--- src/rtl/stopwatch_pkg.sv ---
// stopwatch_pkg
// Constants shared by the stopwatch display scanner and its segment decoder:
// digit count, per-field upper limits, the ten active-low digit patterns,
// the dash pattern used for out-of-range fields, and a digit-to-pattern
// helper. Segment bit order is {g,f,e,d,c,b,a}; a 0 lights the segment.
package stopwatch_pkg;

  localparam int NUM_DIGITS  = 6;
  localparam int MAX_MIN_SEC = 59;
  localparam int MAX_MS_10   = 99;

  localparam logic [6:0] SEG_0     = 7'b1000000;
  localparam logic [6:0] SEG_1     = 7'b1111001;
  localparam logic [6:0] SEG_2     = 7'b0100100;
  localparam logic [6:0] SEG_3     = 7'b0110000;
  localparam logic [6:0] SEG_4     = 7'b0011001;
  localparam logic [6:0] SEG_5     = 7'b0010010;
  localparam logic [6:0] SEG_6     = 7'b0000010;
  localparam logic [6:0] SEG_7     = 7'b1111000;
  localparam logic [6:0] SEG_8     = 7'b0000000;
  localparam logic [6:0] SEG_9     = 7'b0010000;
  localparam logic [6:0] SEG_DASH  = 7'b0111111;
  localparam logic [6:0] SEG_BLANK = 7'b1111111;

  // Which input field a digit position belongs to (two digits per field).
  typedef enum logic [1:0] {
    FIELD_MS_10 = 2'd0,
    FIELD_SEC   = 2'd1,
    FIELD_MIN   = 2'd2
  } field_e;

  // Codes 10..15 never come out of a /10 or %10 of an in-range field, so
  // they simply render as an unlit digit.
  function automatic logic [6:0] digit_to_seg(input logic [3:0] digit);
    logic [6:0] pattern;
    case (digit)
      4'd0:    pattern = SEG_0;
      4'd1:    pattern = SEG_1;
      4'd2:    pattern = SEG_2;
      4'd3:    pattern = SEG_3;
      4'd4:    pattern = SEG_4;
      4'd5:    pattern = SEG_5;
      4'd6:    pattern = SEG_6;
      4'd7:    pattern = SEG_7;
      4'd8:    pattern = SEG_8;
      4'd9:    pattern = SEG_9;
      default: pattern = SEG_BLANK;
    endcase
    return pattern;
  endfunction

endpackage

--- src/rtl/seg7_decode.sv ---
// seg7_decode
// Turns one decimal digit into its active-low seven-segment pattern, or into
// a dash when the owning field is out of range.
// Ports:
//   digit - 4-bit decimal digit (0..9)
//   dash  - high selects the dash pattern instead of the digit
//   seg   - 7-bit active-low pattern {g,f,e,d,c,b,a}
module seg7_decode
  import stopwatch_pkg::*;
(
  input  logic [3:0] digit,
  input  logic       dash,
  output logic [6:0] seg
);

  assign seg = dash ? SEG_DASH : digit_to_seg(digit);

endmodule

--- src/rtl/stopwatch_display.sv ---
// stopwatch_display
// Time-multiplexed driver for a six-digit MM.SS.hh seven-segment display.
// A divider sets how long each digit is lit; each divider tick steps the
// digit index 0..5. The three time fields are snapshotted once per frame
// (as the index wraps 5->0) so a frame never mixes old and new values.
// Ports:
//   clk     - sole clock, rising edge
//   rst     - asynchronous active-high reset
//   min_i   - minutes, binary (6 bits)
//   sec_i   - seconds, binary (6 bits)
//   ms_10_i - hundredths, binary (7 bits)
//   blank   - high turns all digits and the decimal point off
//   an      - active-low one-hot digit enables, bit0 = rightmost digit
//   seg     - active-low segments {g,f,e,d,c,b,a}
//   dp      - active-low decimal point (lit after seconds and minutes)
module stopwatch_display
  import stopwatch_pkg::*;
#(
  parameter int scan_div = 25000
) (
  input  logic       clk,
  input  logic       rst,
  input  logic [5:0] min_i,
  input  logic [5:0] sec_i,
  input  logic [6:0] ms_10_i,
  input  logic       blank,
  output logic [5:0] an,
  output logic [6:0] seg,
  output logic       dp
);

  // A scan_div of 1 still needs a one-bit divider that ticks every cycle.
  localparam int              DIV_W   = (scan_div > 1) ? $clog2(scan_div) : 1;
  localparam logic [DIV_W-1:0] DIV_MAX = DIV_W'(scan_div - 1);
  localparam logic [2:0]      LAST_IDX = 3'(NUM_DIGITS - 1);

  logic [DIV_W-1:0] div_cnt;
  logic             tick;
  logic [2:0]       idx;
  logic [5:0]       snap_min;
  logic [5:0]       snap_sec;
  logic [6:0]       snap_ms_10;

  field_e     field;
  logic [6:0] field_val;
  logic [6:0] field_max;
  logic       field_bad;
  logic [3:0] tens;
  logic [3:0] ones;
  logic [3:0] digit;
  logic [5:0] an_onehot;
  logic [6:0] seg_pattern;

  assign tick = (div_cnt == DIV_MAX);

  always_ff @(posedge clk or posedge rst) begin
    if (rst) begin
      div_cnt    <= '0;
      idx        <= 3'd0;
      snap_min   <= 6'd0;
      snap_sec   <= 6'd0;
      snap_ms_10 <= 7'd0;
    end else begin
      div_cnt <= tick ? '0 : div_cnt + 1'b1;
      if (tick) begin
        // Anything at or beyond the last digit (including the unreachable
        // 6/7) falls back to digit 0, starting a new frame.
        if (idx >= LAST_IDX) begin
          idx <= 3'd0;
        end else begin
          idx <= idx + 3'd1;
        end
        // Only the frame-start edge samples the inputs.
        if (idx == LAST_IDX) begin
          snap_min   <= min_i;
          snap_sec   <= sec_i;
          snap_ms_10 <= ms_10_i;
        end
      end
    end
  end

  // Pick the field feeding the current digit; even positions show the ones
  // digit, odd positions the tens digit of that field.
  always_comb begin
    field     = FIELD_MS_10;
    field_val = snap_ms_10;
    field_max = 7'(MAX_MS_10);
    case (idx)
      3'd2, 3'd3: begin
        field     = FIELD_SEC;
        field_val = {1'b0, snap_sec};
        field_max = 7'(MAX_MIN_SEC);
      end
      3'd4, 3'd5: begin
        field     = FIELD_MIN;
        field_val = {1'b0, snap_min};
        field_max = 7'(MAX_MIN_SEC);
      end
      default: begin
        field     = FIELD_MS_10;
        field_val = snap_ms_10;
        field_max = 7'(MAX_MS_10);
      end
    endcase
    field_bad = (field_val > field_max);
    tens      = 4'(field_val / 7'd10);
    ones      = 4'(field_val % 7'd10);
    digit     = idx[0] ? tens : ones;
  end

  seg7_decode u_decode (
    .digit (digit),
    .dash  (field_bad),
    .seg   (seg_pattern)
  );

  // Index values 6/7 shift the one past the top bit, leaving every digit off.
  assign an_onehot = 6'b000001 << idx;

  assign an  = blank ? 6'b111111 : ~an_onehot;
  assign seg = seg_pattern;
  assign dp  = blank ? 1'b1 : !((idx == 3'd2) || (idx == 3'd4));

endmodule

--- config.mk ---
export PLATFORM = sky130hd
export DESIGN_NAME = stopwatch_display
export DESIGN_NICKNAME = d
export VERILOG_FILES = /design/src/rtl/stopwatch_pkg.sv /design/src/rtl/seg7_decode.sv /design/src/rtl/stopwatch_display.sv
export SDC_FILE = /design/constraint.sdc
export NUM_CORES = 1
export LEC_CHECK = 0
export ABC_AREA = 1
export CORE_MARGIN = 10
export CORE_UTILIZATION = 25
export DETAILED_ROUTE_END_ITERATION = 8
export PLACE_DENSITY = 0.44
export SLEW_MARGIN = 10
export SYNTH_ARGS = -nofsm -noshare
export SYNTH_HDL_FRONTEND = slang
export SYNTH_HIERARCHICAL = 1
export SYNTH_SLANG_ARGS = --single-unit
--- constraint.sdc ---
create_clock -name clk -period 6.01 [get_ports clk]
set_clock_uncertainty 0.2 [all_clocks]
set_input_delay 0.9015 -clock clk [delete_from_list [all_inputs] [get_ports clk]]
set_output_delay 0.9015 -clock clk [all_outputs]
set_load 0.01 [all_outputs]
Word-level counts from Yosys, hierarchy flattened
Memories as Yosys holds them, arrays and structs flattened. Index checks and enable logic that the tools add are counted.

Logic and storage cells: 33. Output and inout port bits: 14. Memories: 1. Memory bits (read-only): 112. Bits in registers: 37. Bits of input ports: 22.

Memories: (no name shown) (depth 16, bits a word 7, read ports 1, clocked after Yosys merged registers in 0, write ports 0, RTL line stopwatch_pkg.sv:36) `case (digit)`.

Reduce and logical (&&, ||, !) cells: 6. Equal/unequal tests: 5. Bitwise logic cells: 1. Divide/modulo/power cells: 2. Magnitude comparators: 2. Shifts and indexed selects: 1. $add $sub $neg: 2. Multiplexer cells: 8.

Operators with widths (count): adder 15 x 1 -> 15 bit, second input constant (1); equality test 15 bit, second input constant (1); two-way mux 15 bit (1); two-way mux 7 bit (2); case mux 7 bit (2 select lines) (1); divider 7 x 4 -> 7 bit, second input constant (1); > comparator 7 bit (1); modulo 7 x 4 -> 7 bit, second input constant (1); equality test 3 x 2 -> 1 bit, second input constant (2); equality test 3 bit, second input constant (2); two-way mux 6 bit (1); NOT 6 bit (1); left shift 1 x 3 -> 6 bit, first input constant (1); two-way mux 4 bit (1); OR reduction 2 bit (2); OR reduction 4 bit (1); adder 3 x 1 -> 3 bit, second input constant (1); greater-or-equal comparator 3 bit, second input constant (1); two-way mux 3 bit (1); AND reduction 2 bit (1); zero test 1 bit (1); logical OR 1 bit (1); two-way mux 1 bit (1).

Longest topological paths before layout
Gate-level depths: netlist of run 1. An unclocked memory read counts as a cell.

Depth after elaboration: 7. Depth in mapped cells: 35.

Modules after synthesis
Netlist of run 1, hierarchy kept.

Modules (own cells, without submodules): stopwatch_display (cells an instance 284, times used 1, sequential area each 925.9 um^2, area each 2371.0 um^2); seg7_decode (cells an instance 33, times used 1, sequential area each 0.0 um^2, area each 210.2 um^2).

Worst setup path after synthesis of run 1
No wires, ideal clock.

Path kind: register -> output. Start: register idx[0]. End: output seg[0]. Data arrival time: 3.881 ns. Stages on the path, launching flop included: 35. Slack: 1.027 ns. Path buffers: 0. Cell sequence: dfrtp_1 -> inv_1 -> ha_1 -> nand2_1 -> nand2_4 -> nand2_1 -> nand2_1 -> nor2_2 -> nand3_2 -> nand3_2 -> nand2_2 -> nand2_2 -> nand2_2 -> nand2_1 -> ha_1 -> nand3_1 -> nand2_1 -> nand3_2 -> nand2_2 -> nand2_1 -> nand2_1 -> ha_1 -> inv_1 -> nand3_2 -> nand2_2 -> nor2_4 -> nand2_2 -> nand2_1 -> nand3_1 -> nand2_1 -> inv_1 -> ha_1 -> or2_1 -> o211ai_1 -> nand2_1.

Cells in the longest elaborated chain, start to end: 7. Elaborated cells on any way between the ends: 15.

Ends and longest elaborated chain: start: declaration (RTL line stopwatch_display.sv:39) `logic [2:0] idx;`; start signal: assignment (RTL line stopwatch_display.sv:71) `idx <= idx + 3'd1;`; equality test 3 bit / equality test 3 x 2 -> 1 bit (equally long branches); OR reduction 2 bit; case mux 7 bit (2 select lines) (RTL line stopwatch_display.sv:89) `case (idx)`; modulo 7 x 4 -> 7 bit / divider 7 x 4 -> 7 bit (equally long branches) (RTL line stopwatch_display.sv:108, stopwatch_display.sv:107); two-way mux 4 bit (*) (RTL line stopwatch_display.sv:109) `digit = idx[0] ? tens : ones;`; via digit[1] (RTL line stopwatch_display.sv:50) `logic [3:0] digit;`; memory (16 x 7 bit) (*); two-way mux 7 bit (*) (RTL line seg7_decode.sv:16) `assign seg = dash ? SEG_DASH : digit_to_seg(digit);`; end: declaration (RTL line stopwatch_display.sv:28) `output logic [6:0] seg,`.

The timed path passes the listed nets; every way through them passes the cells marked *.

Worst setup path after layout of run 1
Start: register idx[0]. End: output seg[3].

Same word-level chain as after synthesis.

==> results of run 1 <==
power breakdown:
| group | leakage [nW] | total, mW | internal (mW) | switching [mW] |
|---|---|---|---|---|
| combinational | 1.13 | 0.196 | 0.0906 | 0.106 |
| sequential | 0.457 | 0.259 | 0.255 | 0.00382 |
| clock | 0.0681 | 0.258 | 0.165 | 0.0927 |
| total | 1.65 | 0.713 | 0.511 | 0.202 |
registers in the layout (all words and copies together) (netlist names):
| signal | flops |
|---|---|
| snap_ms_10 | 7 |
| idx | 3 |
| snap_sec | 6 |
| div_cnt | 15 |
| snap_min | 6 |
per-layer routing:
metal  wire, µm  up-vias
met5          0        -
met4         66        0
met3        277        4
met2       2770       54
met1       3020     1020
li1           -     1153
worst paths after layout:
check	cells after the start	slack, ps	end	startpoint
max	35	330	seg[3]	idx[0]$_DFFE_PP0N_
min	1	270	div_cnt[0]$_DFF_PP0_	div_cnt[0]$_DFF_PP0_
max reg2reg	7	3340	snap_min[4]$_DFFE_PP0P_	div_cnt[0]$_DFF_PP0_
min reg2reg	1	270	div_cnt[0]$_DFF_PP0_	div_cnt[0]$_DFF_PP0_
max in group asynchronous	3	4440	idx[0]$_DFFE_PP0N_	rst
min in group asynchronous	3	820	snap_min[0]$_DFFE_PP0P_	rst
kinds of logic after synthesis:
| group | after synthesis |
|---|---|
| and+or+nand+nor | 149 |
| buffers and inverters | 51 |
| AOI/OAI and AO/OA | 42 |
| DFF | 37 |
| muxes | 19 |
| adders and majority gates | 17 |
| xor gates and xnor gates | 2 |
worst register-to-register path, delay by kind of cell, from the launching register on:
family	cells	cell delay, ps
AND/OR/NAND/NOR	4	1060
flip-flops	1	400
buffers and inverters	1	270
adder cells (fa/ha/maj)	1	220
multiplexers	1	420
cell usage after synthesis, types with 2 or more instances:
master	number
mux2_2	19
o211ai_1	3
nand3_2	5
a21oi_2	3
nand4_1	7
ha_1	17
nand2_2	11
dfrtp_1	37
nor2_4	2
inv_2	5
nand2_4	5
nand3_1	22
nor2_1	17
xor2_1	2
nand2_1	67
a21oi_1	15
nor4_1	3
a22o_1	3
nor3_1	5
o21ai_1	2
inv_1	44
o21ai_0	11
what timing repair did:
action	4_1_cts	5_1_grt
buffers inserted	4	8
resized for setup	9	20
pin swaps	1	7
endpoints found under the setup margin	7	7
layout make-up:
| class | count | area [µm²] |
|---|---|---|
| clock inverter | 3 | 65.1 |
| tap | 136 | 170 |
| clock buffer | 5 | 68.8 |
| fill | 1100 | 6770 |
| sequential | 37 | 927 |
| inverter | 50 | 193 |
| timing repair buffer | 50 | 478 |
| multi-input combinational | 229 | 1510 |
==> out/qor.txt, run 1 <==
Final hold viol count: 0
Remaining antenna violation count after routing: 0
Area growth syn-to-layout: 32.2%
Later-pin clock latency in the skew report: 290 ps
Tmin final: 5680 ps
Leak Pwr: 1.65 nW
Clock tree sinks: 37
Area leader, netlist: dfrtp_1
Async SR Flop Fraction: 1.00
Max-cap violations: 0
Initial core utilization: 0.253
HPWL Detailed: 4920 µm
Crit path required time: 4910 ps
Fraction of layout cells with a size suffix above 1: 0.249
Antenna violations before repair: 0
Wirelength per Cell: 12.0 µm
Most common cell after layout, fill and taps aside: nand2_1
Synth Area in Simple Gates: 0.293
Setup tns final: 0 ps
FP Rows: 37
Distinct cell type count of the synthesized netlist: 34
Synth Area in XOR/XNOR: 0.00679
Max_slew headroom: 0.445
DR iter-0 viols: 61
Pwr/cell area: 209 nW/µm²
Vias per inst: 4.37
Die X-Extent: 122 µm
Arrival time worst endpoint: 4580 ps
Multiplexer area fraction after synthesis: 0.0829
Clock buffer depth: 2
Clk Tree Root Cell: clkbuf_8
Placed cell count: 490
Commonest cells after routing, fill and taps aside: nand2_1, inv_1, dfrtp_1
Grt ovf: 0
Max Clk Rate: 0.176 GHz
Synth Cell Area: 2580 µm²
Hold WC Path Type: flop to flop
Core area: 10200 µm²
Final core occ: 0.335
Least-Margin Pin Slew: 831 ps
YS warnings: 6
Max FO, Critical Path: 7
Cell count after synthesis: 317
Dpl cell area: 3120 µm²
Largest net degree at the start of global routing: 38
Vias in the first global route: 2180
Synth top area cells: dfrtp_1, nand2_1, mux2_2, ha_1, inv_1
Antenna diode count: 0
Final Setup Violations: 0
Min setup slack post-route: 331 ps
DP Worst Slack: 107 ps
CP endpoint kind: output port
Post-synthesis compound-gate area fraction: 0.102
Top FF cell, synth: dfrtp_1
Grt met2 use: 0.131
DR pass1 iterations: 4
First-pass GRT wire length: 10100 µm
Grt met3 use: 0.0130
Power Total: 713 µW
H-tree lvl count: 2
Largest family of logic cells by synthesized area: simple AND/OR/NAND/NOR gates
Final Instance Area: 3410 µm²
Max incr delay on CP: 450 ps
Total GRT Usage: 0.0820
Top-area cell type share of the netlist area: 0.359
Hold buffers post-CTS: 0
Slowest CP cell: dfrtp_2
Sequential cell area fraction in the yosys report: 0.359
Met1 usage: 0.110
Max VDD drop: 0.0960 mV
Total Routed Length: 6140 µm
Finished Layout Cells: 510
CTS buffer count: 5
Adder-Cell Fraction of Synth Area: 0.0824
CTS tree: built
Via count: 2231
Worst path top cell family by delay: simple AND/OR/NAND/NOR gates
I/O pin count: 36
Post-synth EDFFs: 0
Post-detailed-route DRC marker count: 0
Placer Congestion: 0.810
Startpoint types: flop
Die Ht: 122 µm
Most Crowded Layer GR: met2
Crit Path Class: flop to output port
Clock slew at the register clock pins of the worst setup and hold paths: 80 ps
Yosys reg bits: 37
Fin nets: 412
Full die area: 14800 µm²
Synthesized area per cell: 8.14 µm²
Most Frequent Cell on Critical Path: nand2_2
Port Buffers: 35
Status: completed
Period utilization: 0.945
Post-synth net total: 356
WP buf/inv: 5
Final hold slack: 268 ps
Max Slew Vio Count: 0
(Power assumes the default switching activity.)
==> run 2: changes to the inputs <==
- CTS_BUF_LIST: not set -> sky130_fd_sc_hd__clkbuf_16
==> out/qor.txt, run 2 (synthesized netlist as in run 1, its figures left out) <==
Antenna violations before repair: 0 (unchanged)
FP Rows: 37 (unchanged)
WL met2: 2720 µm (was 2770 µm)
Clock slew at the register clock pins of the worst setup and hold paths: 60 ps (was 80 ps)
Largest net degree at the start of global routing: 38 (unchanged)
Placer Congestion: 0.810 (unchanged)
CP endpoint kind: output port (unchanged)
DR pass1 iterations: 4 (unchanged)
Initial core utilization: 0.253 (unchanged)
Vias per inst: 4.33 (was 4.37)
Commonest cells after routing, fill and taps aside: nand2_1, inv_1, dfrtp_1 (unchanged)
Psw: 212 µW (was 202 µW)
Antenna diode count: 0 (unchanged)
Most common cell after layout, fill and taps aside: nand2_1 (unchanged)
Clk Tree Root Cell: clkbuf_16 (was clkbuf_8)
CTS buffer count: 5 (unchanged)
Max layer used: met4 (unchanged)
Cell internal pwr: 581 µW (was 511 µW)
Largest regs: div_cnt: 15 flops, snap_ms_10: 7 flops (unchanged)
Die Ht: 122 µm (unchanged)
I/O pin count: 36 (unchanged)
Tmin final: 5680 ps (about the same)
H-tree lvl count: 2 (unchanged)
First-pass GRT wire length: 10200 µm (was 10100 µm)
DR iter-0 viols: 67 (was 61)
Port Buffers: 35 (unchanged)
Least-Margin Pin Slew: 819 ps (was 831 ps)
Crit Path Class: flop to output port (unchanged)
Max-cap violations: 0 (unchanged)
Period utilization: 0.945 (about the same)
Remaining antenna violation count after routing: 0 (unchanged)
M1 WL: 3100 µm (was 3020 µm)
Fin nets: 407 (was 412)
Clock tree sinks: 37 (unchanged)
Final core occ: 0.335 (about the same)
Reg area: 927 µm² (unchanged)
Register share of total power: 0.327 (was 0.363)
Clock power frac: 0.428 (was 0.361)
Fillers: 1104 (was 1100)
Area of the multi-input gates: 1510 µm² (about the same)
Power Total: 793 µW (was 713 µW)
Area growth syn-to-layout: 32.3% (was 32.2%)
Via count: 2186 (was 2231)
Total Routed Length: 6140 µm (about the same)
Biggest register: div_cnt (unchanged)
Most Frequent Cell on Critical Path: nand2_2 (unchanged)
Post-detailed-route DRC marker count: 0 (unchanged)
Max Slew Vio Count: 0 (unchanged)
Later-pin clock latency in the skew report: 280 ps (was 290 ps)
Arrival time worst endpoint: 4580 ps (about the same)
Slowest CP cell: dfrtp_2 (unchanged)
Comb pwr share: 0.245 (was 0.275)
Vias in the first global route: 2190 (was 2180)
Final hold viol count: 0 (unchanged)
Max incr delay on CP: 430 ps (was 450 ps)
Status: completed (unchanged)
Clock buffer depth: 2 (unchanged)
Grt ovf: 0 (unchanged)
Switching Share: 0.267 (was 0.284)
WL met3: 217 µm (was 277 µm)
Pwr/cell area: 232 nW/µm² (was 209 nW/µm²)
Startpoint types: flop (unchanged)
HPWL Detailed: 4920 µm (unchanged)
Max VDD drop: 0.117 mV (was 0.0960 mV)
Hold WC Path Type: flop to flop (unchanged)
Crit path required time: 4910 ps (about the same)
Core area: 10200 µm² (unchanged)
Max FO, Critical Path: 8 (was 7)
Max_slew headroom: 0.452 (was 0.445)
Leak Pwr: 1.64 nW (was 1.65 nW)
Full die area: 14800 µm² (unchanged)
Final Setup Violations: 0 (unchanged)
Total GRT Usage: 0.0833 (was 0.0820)
Max Clk Rate: 0.176 GHz (about the same)
CTS tree: built (unchanged)
Die X-Extent: 122 µm (unchanged)
Max FFs per register: 15 (unchanged)
Fraction of layout cells with a size suffix above 1: 0.238 (was 0.249)
Wirelength per Cell: 12.2 µm (was 12.0 µm)
==> run 2: metal layers <==
layer / vias up / global-route usage
li1: 1145 / -
met1: 993 / 0.110
met2: 43 / 0.133
met3: 5 / 0.0134
met4: 0 / 0.0335
met5: - / 0
==> run 2: repair_timing <==
item / in CTS / in global routing
pin swaps: 0 / 5
resized for setup: 10 / 19
hold buffers: 0 / 0
buffers inserted: 1 / 6
setup endpoints to repair: 7 / 7
==> run 2: cell type report <==
type	count	share of cell area
clock buffers	5	0.0366
clock inverters	3	0.0190
inverters	50	0.0557
multi-input cells	229	0.441
flip-flops and latches	37	0.271
well taps	136	0.0498
repair buffers	45	0.127
==> run 2: power groups by stage <==
stage / combinational (mW) / sequential (mW) / clock [mW]
after floorplan: 0.118 / 0.263 / 0
after global placement: 0.193 / 0.264 / 0
after detailed placement: 0.194 / 0.264 / 0
after CTS: 0.192 / 0.260 / 0.348
after global routing: 0.218 / 0.260 / 0.358
final: 0.194 / 0.260 / 0.339
==> run 2: worst max-delay path: cells and delay by family (launching register included) <==
family / cells / cell delay, ps
simple gates: 24 / 2310
fa+ha+maj: 5 / 920
buf+inv: 5 / 520
flops: 1 / 430
compound gates: 1 / 120
==> run 2: worst paths after layout <==
| kind | from | cells after the start | slack, ps | end |
|---|---|---|---|---|
| worst min-delay path | div_cnt[0]$_DFF_PP0_ | 1 | 260 | div_cnt[0]$_DFF_PP0_ |
| worst min register to register | div_cnt[0]$_DFF_PP0_ | 1 | 260 | div_cnt[0]$_DFF_PP0_ |
| worst max-delay path | idx[0]$_DFFE_PP0N_ | 35 | 330 | seg[3] |
| worst max register to register | div_cnt[0]$_DFF_PP0_ | 7 | 3340 | snap_min[4]$_DFFE_PP0P_ |
| max in group asynchronous | rst | 3 | 4420 | idx[0]$_DFFE_PP0N_ |
| min in group asynchronous | rst | 3 | 840 | snap_sec[0]$_DFFE_PP0P_ |
==> run 2: stage by stage <==
stage / setup WS (ps) / setup TNS (ps) / hold WS, ps / area [µm²] / cells
final: 332 / 0 / 264 / 3420 / 505
after detailed placement: 107 / 0 / 263 / 3120 / 490
after global routing: -21.6 / -21.6 / 294 / 3420 / 505
after floorplan: 1030 / 0 / 233 / 2580 / 317
after CTS: 20.0 / 0 / 271 / 3330 / 499
after global placement: 182 / 0 / 261 / 3120 / 490
==> run 3: changes to the inputs <==
- CAP_MARGIN: not set -> 20
- CTS_BUF_LIST: sky130_fd_sc_hd__clkbuf_16 -> sky130_fd_sc_hd__clkbuf_8
- CTS_CLUSTER_DIAMETER: not set -> 50
==> results of run 3 <==
The final DEF is identical to that of run 1; final timing and power are the same.
